--- src/rtl/pb_tap_pkg.sv ---
// Opcodes, decode types and decode helpers for the parametrised TAP instruction register.
// Pure declarations: no state, no latency.
package pb_tap_pkg;

  localparam logic [3:0] IDCODE       = 4'b0001;
  localparam logic [3:0] SCAN_TEST    = 4'b0010;
  localparam logic [3:0] LOAD_PROGRAM = 4'b1000;
  localparam logic [3:0] BYPASS4      = 4'b1111;

  localparam int MAX_IR_WIDTH = 32;

  typedef logic [MAX_IR_WIDTH-1:0] ir_word_t;

  typedef enum logic [3:0] {
    TAP_IDCODE       = IDCODE,
    TAP_SCAN_TEST    = SCAN_TEST,
    TAP_LOAD_PROGRAM = LOAD_PROGRAM,
    TAP_BYPASS       = BYPASS4
  } tap_instr_e;

  typedef struct packed {
    logic bypass;
    logic idcode;
    logic scan;
    logic load;
  } tap_sel_t;

  // BYPASS is all ones at the configured IR width, not just the low nibble.
  function automatic tap_sel_t decode_opcode(input ir_word_t op, input int w);
    ir_word_t ones;
    tap_sel_t sel;
    ones       = (w >= MAX_IR_WIDTH) ? '1 : ((ir_word_t'(1) << w) - ir_word_t'(1));
    sel.bypass = (op == ones);
    sel.idcode = (op == ir_word_t'(IDCODE));
    sel.scan   = (op == ir_word_t'(SCAN_TEST));
    sel.load   = (op == ir_word_t'(LOAD_PROGRAM));
    return sel;
  endfunction

  function automatic logic is_legal_opcode(input ir_word_t op, input int w);
    return |decode_opcode(op, w);
  endfunction

endpackage

--- src/rtl/pb_tap_ir_gen_if.sv ---
// TAP controller <-> instruction register signal bundle.
// master = TAP controller side (drives strobes/tdi/status), slave = instruction register.
interface pb_tap_ir_gen_if #(
  parameter int IR_WIDTH     = 4,
  parameter int STATUS_WIDTH = 2
);

  logic                    tlr_i;
  logic                    captureIR_i;
  logic                    shiftIR_i;
  logic                    updateIR_i;
  logic                    tdi_i;
  logic [STATUS_WIDTH-1:0] status_i;
  logic                    tdo_o;
  logic [IR_WIDTH-1:0]     instruction_o;
  logic                    illegal_o;
  logic                    sel_bypass_o;
  logic                    sel_idcode_o;
  logic                    sel_scan_o;
  logic                    sel_load_o;

  modport master (
    output tlr_i, captureIR_i, shiftIR_i, updateIR_i, tdi_i, status_i,
    input  tdo_o, instruction_o, illegal_o,
    input  sel_bypass_o, sel_idcode_o, sel_scan_o, sel_load_o
  );

  modport slave (
    input  tlr_i, captureIR_i, shiftIR_i, updateIR_i, tdi_i, status_i,
    output tdo_o, instruction_o, illegal_o,
    output sel_bypass_o, sel_idcode_o, sel_scan_o, sel_load_o
  );

endinterface

--- src/rtl/pb_tap_ir_decode.sv ---
// Combinational opcode -> one-hot select and legality flag; zero latency, no flow control.
module pb_tap_ir_decode
  import pb_tap_pkg::*;
#(
  parameter int IR_WIDTH = 4
) (
  input  logic [IR_WIDTH-1:0] i_opcode,
  output tap_sel_t            o_sel,
  output logic                o_legal
);

  always_comb begin
    o_sel = decode_opcode(ir_word_t'(i_opcode), IR_WIDTH);
  end

  assign o_legal = is_legal_opcode(ir_word_t'(i_opcode), IR_WIDTH);

endmodule

--- src/rtl/pb_tap_ir_gen.sv ---
// JTAG instruction register: capture/shift chain plus update shadow with one-hot decode.
// Update is visible the cycle after the strobe edge; the TAP strobes are never stalled.
module pb_tap_ir_gen
  import pb_tap_pkg::*;
#(
  parameter int                IR_WIDTH     = 4,
  parameter int                STATUS_WIDTH = 2,
  parameter logic [IR_WIDTH-1:0] RESET_INSTR  = IR_WIDTH'(IDCODE)
) (
  input logic           tck_i,
  input logic           trst,
  pb_tap_ir_gen_if.slave ir
);

  localparam logic [IR_WIDTH-1:0] BYPASS_INSTR = '1;
  localparam tap_sel_t RESET_SEL  = decode_opcode(ir_word_t'(RESET_INSTR), IR_WIDTH);
  localparam tap_sel_t BYPASS_SEL = tap_sel_t'(4'b1000);

  logic [IR_WIDTH-1:0] r_shift;
  logic [IR_WIDTH-1:0] r_instr;
  logic                r_illegal;
  tap_sel_t            r_sel;

  logic [IR_WIDTH-1:0] w_capture;
  tap_sel_t            w_sel;
  logic                w_legal;

  assign w_capture = IR_WIDTH'({ir.status_i, 2'b01});

  // Decode the shift chain so the select vector can be registered alongside the shadow.
  pb_tap_ir_decode #(
    .IR_WIDTH (IR_WIDTH)
  ) u_decode (
    .i_opcode (r_shift),
    .o_sel    (w_sel),
    .o_legal  (w_legal)
  );

  always_ff @(posedge tck_i) begin
    if (trst) begin
      r_shift   <= RESET_INSTR;
      r_instr   <= RESET_INSTR;
      r_illegal <= 1'b0;
      r_sel     <= RESET_SEL;
    end else if (ir.tlr_i) begin
      r_instr   <= RESET_INSTR;
      r_illegal <= 1'b0;
      r_sel     <= RESET_SEL;
    end else if (ir.updateIR_i) begin
      if (w_legal) begin
        r_instr   <= r_shift;
        r_illegal <= 1'b0;
        r_sel     <= w_sel;
      end else begin
        r_instr   <= BYPASS_INSTR;
        r_illegal <= 1'b1;
        r_sel     <= BYPASS_SEL;
      end
    end else if (ir.captureIR_i) begin
      r_shift <= w_capture;
    end else if (ir.shiftIR_i) begin
      r_shift <= {ir.tdi_i, r_shift[IR_WIDTH-1:1]};
    end
  end

  assign ir.tdo_o         = r_shift[0];
  assign ir.instruction_o = r_instr;
  assign ir.illegal_o     = r_illegal;
  assign ir.sel_bypass_o  = r_sel.bypass;
  assign ir.sel_idcode_o  = r_sel.idcode;
  assign ir.sel_scan_o    = r_sel.scan;
  assign ir.sel_load_o    = r_sel.load;

endmodule

--- src/flat_wrapper.sv ---
// flat-port wrapper written by rule: the top's interface ports become plain ports
module pb_tap_ir_gen_flat import pb_tap_pkg::*;
#(
  parameter int                IR_WIDTH     = 4,
  parameter int                STATUS_WIDTH = 2,
  parameter logic [IR_WIDTH-1:0] RESET_INSTR  = IR_WIDTH'(IDCODE)
)
  (tck_i, trst, ir_tlr_i, ir_captureIR_i, ir_shiftIR_i, ir_updateIR_i, ir_tdi_i, ir_status_i, ir_tdo_o, ir_instruction_o, ir_illegal_o, ir_sel_bypass_o, ir_sel_idcode_o, ir_sel_scan_o, ir_sel_load_o);
  pb_tap_ir_gen_if #(.IR_WIDTH(IR_WIDTH), .STATUS_WIDTH(STATUS_WIDTH)) ir_i ();
  input logic tck_i;
  input logic trst;
  input wire logic [$bits(ir_i.tlr_i)-1:0] ir_tlr_i;
  input wire logic [$bits(ir_i.captureIR_i)-1:0] ir_captureIR_i;
  input wire logic [$bits(ir_i.shiftIR_i)-1:0] ir_shiftIR_i;
  input wire logic [$bits(ir_i.updateIR_i)-1:0] ir_updateIR_i;
  input wire logic [$bits(ir_i.tdi_i)-1:0] ir_tdi_i;
  input wire logic [$bits(ir_i.status_i)-1:0] ir_status_i;
  output wire logic [$bits(ir_i.tdo_o)-1:0] ir_tdo_o;
  output wire logic [$bits(ir_i.instruction_o)-1:0] ir_instruction_o;
  output wire logic [$bits(ir_i.illegal_o)-1:0] ir_illegal_o;
  output wire logic [$bits(ir_i.sel_bypass_o)-1:0] ir_sel_bypass_o;
  output wire logic [$bits(ir_i.sel_idcode_o)-1:0] ir_sel_idcode_o;
  output wire logic [$bits(ir_i.sel_scan_o)-1:0] ir_sel_scan_o;
  output wire logic [$bits(ir_i.sel_load_o)-1:0] ir_sel_load_o;
  assign ir_i.tlr_i = ir_tlr_i;
  assign ir_i.captureIR_i = ir_captureIR_i;
  assign ir_i.shiftIR_i = ir_shiftIR_i;
  assign ir_i.updateIR_i = ir_updateIR_i;
  assign ir_i.tdi_i = ir_tdi_i;
  assign ir_i.status_i = ir_status_i;
  assign ir_tdo_o = ir_i.tdo_o;
  assign ir_instruction_o = ir_i.instruction_o;
  assign ir_illegal_o = ir_i.illegal_o;
  assign ir_sel_bypass_o = ir_i.sel_bypass_o;
  assign ir_sel_idcode_o = ir_i.sel_idcode_o;
  assign ir_sel_scan_o = ir_i.sel_scan_o;
  assign ir_sel_load_o = ir_i.sel_load_o;
  pb_tap_ir_gen #(.IR_WIDTH(IR_WIDTH), .STATUS_WIDTH(STATUS_WIDTH), .RESET_INSTR(RESET_INSTR)) u_core (.tck_i(tck_i), .trst(trst), .ir(ir_i));
endmodule
--- config.mk ---
export PLATFORM = sky130hd
export DESIGN_NAME = pb_tap_ir_gen_flat
export DESIGN_NICKNAME = d
export VERILOG_FILES = /design/src/rtl/pb_tap_pkg.sv /design/src/rtl/pb_tap_ir_gen_if.sv /design/src/rtl/pb_tap_ir_decode.sv /design/src/rtl/pb_tap_ir_gen.sv /design/src/flat_wrapper.sv
export SDC_FILE = /design/constraint.sdc
export NUM_CORES = 1
export LEC_CHECK = 0
export ABC_CLOCK_PERIOD_IN_PS = 1800
export CAP_MARGIN = 20
export CORE_MARGIN = 1
export CORE_UTILIZATION = 48
export DETAILED_ROUTE_END_ITERATION = 8
export GPL_TIMING_DRIVEN = 1
export PLACE_DENSITY = 0.89
export SKIP_CTS_REPAIR_TIMING = 1
export SLEW_MARGIN = 15
export SYNTH_ARGS = -nofsm -noshare
export SYNTH_HDL_FRONTEND = slang
export SYNTH_SLANG_ARGS = --single-unit
--- constraint.sdc ---
create_clock -name tck_i -period 1.8 [get_ports tck_i]
set_input_delay 0.18 -clock tck_i [delete_from_list [all_inputs] [get_ports tck_i]]
set_output_delay 0.18 -clock tck_i [all_outputs]
set_load 0.01 [all_outputs]
==> flow_summary.yaml, run 1 <==
placement:
  post_dp_cell_area_um2: 812
  place_hpwl_um: 842
  finalWeightedCongestion: 0.727
  place_ws_ns: 0.246
  port_buffers: 18
route:
  detail-route-antenna-nets: 0
  wl_per_cell_um: 11.8
  drc: 0
  num_vias: 537
  first_pass_iters: 4
  drt_iter0_drc: 6
  routed_wl_um: 1170
  vias_per_cell: 5.42
finish:
  drive_gt1_share_pct: 9.41
  final_cell_area_um2: 838
  fin_nets: 95
  syn_to_final_growth_pct: 29.1
  diodes: 0
  utilization_pct: 70.7
grt:
  grt_pass1_wl_um: 1920
  globalRouteOverflowTotal: 0
  antenna_found_initial: 0
  grt_max_degree: 12
  first_global_vias: 461
  gr-usage-all-layers_pct: 19.2
critical_path:
  arrival_ns: 1.41
  required_ns: 1.62
  cp_top_family: "buffers and inverters"
  r2r_end: "u_core.ir.sel_bypass_o"
  worstSetupPathType: "register to output port"
  end_kind: "output port"
  cp_max_fo: 11
  timing.rr.start: "u_core.r_shift[0]"
  path_cells: "clkdlybuf4s50_1"
  r2r_slack_ns: 0.63
  start_kind: "register"
  critPathSlowestCell: "clkdlybuf4s50_1"
  path_buf_inv: 1
  critPathMaxStageDelay_ns: 0.61
  reg2reg_depth: 3
sta:
  setup_viol: 0
  tns_ns: 0
  maxSlewViolCount: 0
  slew_headroom_pct: 66.0
  fin_crit_sh_pct: 88.6
  fmax_mhz: 627
  rsz0062_at_grt: "false"
  tightest_slew_ns: 0.508
  layout_min_cycle_time_ns: 1.59
  finalHoldViolCount: 0
  finalClockSkew_ns: 0.00421
  layout_setup_ws_ns: 0.205
power:
  ir_drop_mv: 0.456
  power.density_nw_per_um2: 698
  p_leak_nw: 0.310
synth:
  synthCells: 67
  synth_nets: 76
  synth_top_area_cell: "dfxtp_1"
  mappedNetlistArea_um2: 649
  ys_ff_latch: 13
  ys_types: 29
  synth_edf_count: 0
  yosys_warnings: 0
  synth_common_cells: "13 x dfxtp_1, 6 x nor2_1, 4 x a21oi_1, 4 x nand4b_1"
  yosysTopAreaCellShare_pct: 40.1
  synthFlopType: "dfxtp_1"
  yosys-top-cells-area: "dfxtp_1 40%, nand4b_1 5.4%, buf_4 3.5%"
  yosysMostFrequentCell: "dfxtp_1"
  async_reset_ff_share_pct: 0
  synth.yosys.seq_area_share_pct: 40.1
  syn_area_per_cell_um2: 9.69
die:
  ios: 19
  fp-row-count: 12
  die_height_um: 38.8
  initial_core_util_pct: 54.7
  fp.dieArea_um2: 1500
  core_area_um2: 1190
  die_x_um: 38.8
worst_hold_path:
  hold_path_class: "register to register"
  hold_end: "u_core.ir.sel_scan_o"
  hold_start: "u_core.ir.sel_scan_o"
  hold_path_depth: 2
clock_tree:
  clock-sinks: 13
  clkLatencyLatePin_ns: 0.27
  tritoncts: "done"
  clk_pin_slew_ns: 0.08
  root_buffer: "clkbuf_4"
  clockBufferDepth: 2
  htreeDepth: 1
  cts_buffers: 3
run_status:
  status: "completed"
flow_run:
  cap_violations: 0
how the worst max path moves through the flow:
stage | from | end | slack (ns) | cells past startpoint
2_1_floorplan | u_core.r_shift[0] | u_core.ir.instruction_o[2] | 0.75 | 4
3_3_place_gp | ir_updateIR_i | u_core.r_shift[0] | 0.24 | 4
3_5_place_dp | ir_updateIR_i | u_core.r_shift[0] | 0.25 | 4
4_1_cts | u_core.r_shift[0] | ir_tdo_o | 0.19 | 1
5_1_grt | u_core.r_shift[0] | ir_tdo_o | 0.14 | 1
6_report | u_core.r_shift[0] | ir_tdo_o | 0.21 | 1
worst min-delay path, cell delays in order (launching register included):
cell and delay, ns:
dfxtp_1 0.32, nand2b_1 0.06, a21boi_1 0.05
layout by cell type, fill, tap and decap left out, types with 2 or more instances in the layout:
cell	count
nand2b_1	3
a21oi_1	4
nor4b_1	2
buf_4	2
nand3_1	2
o21ai_1	2
mux2i_1	2
xor2_1	2
dfxtp_1	13
o21ai_0	3
a21boi_1	2
clkbuf_4	3
nor2_1	6
clkdlybuf4s50_1	18
o2111a_1	2
nand4b_1	4
a311oi_1	2
power breakdown:
| part | internal, mW | switching (mW) |
|---|---|---|
| Clock | 0.0858 | 0.0937 |
| Combinational | 0.0532 | 0.0413 |
| Sequential | 0.298 | 0.0131 |
stage by stage:
step                      cells  hold slack [ns]  power (mW)
final                        99            0.470       0.585
after global routing         99            0.499       0.610
after CTS                    99            0.472       0.593
after detailed placement     95            0.458       0.412
after global placement       95            0.459       0.410
after floorplan              67            0.249       0.372
final cells by class:
class,instances,area [um2]
Multi-Input combinational cell,47,335
Timing Repair Buffer,20,195
Fill cell,103,348
Sequential cell,13,260
Clock buffer,4,26.3
Tap cell,14,17.5
Inverter,1,3.75
metal layers:
layer  GRT usage [%]  routed length, um  up-vias
met3            3.47                 41        2
met1            23.3                588      237
met2            29.2                531       14
met5               0                  0        -
met4            15.5                  8        0
li1                -                  -      284
kinds of logic after synthesis:
group,share of synthesized area (%)
simple gates,23.1
flops,40.1
mux,3.08
xor+xnor,4.05
buf+inv,8.28
compound gates,21.4
registers in the layout (all words and copies together) (netlist names):
register                 count
u_core.ir.sel_idcode_o       1
u_core.r_shift               4
u_core.ir.instruction_o      4
u_core.ir.sel_load_o         1
u_core.ir.illegal_o          1
u_core.ir.sel_scan_o         1
u_core.ir.sel_bypass_o       1
(Power assumes the default switching activity.)
==> inputs of run 2 (changes only) <==
Settings changed: CORE_MARGIN 1 to not set.
==> results of run 2 <==
The final DEF is identical to that of run 1; final timing and power are the same.
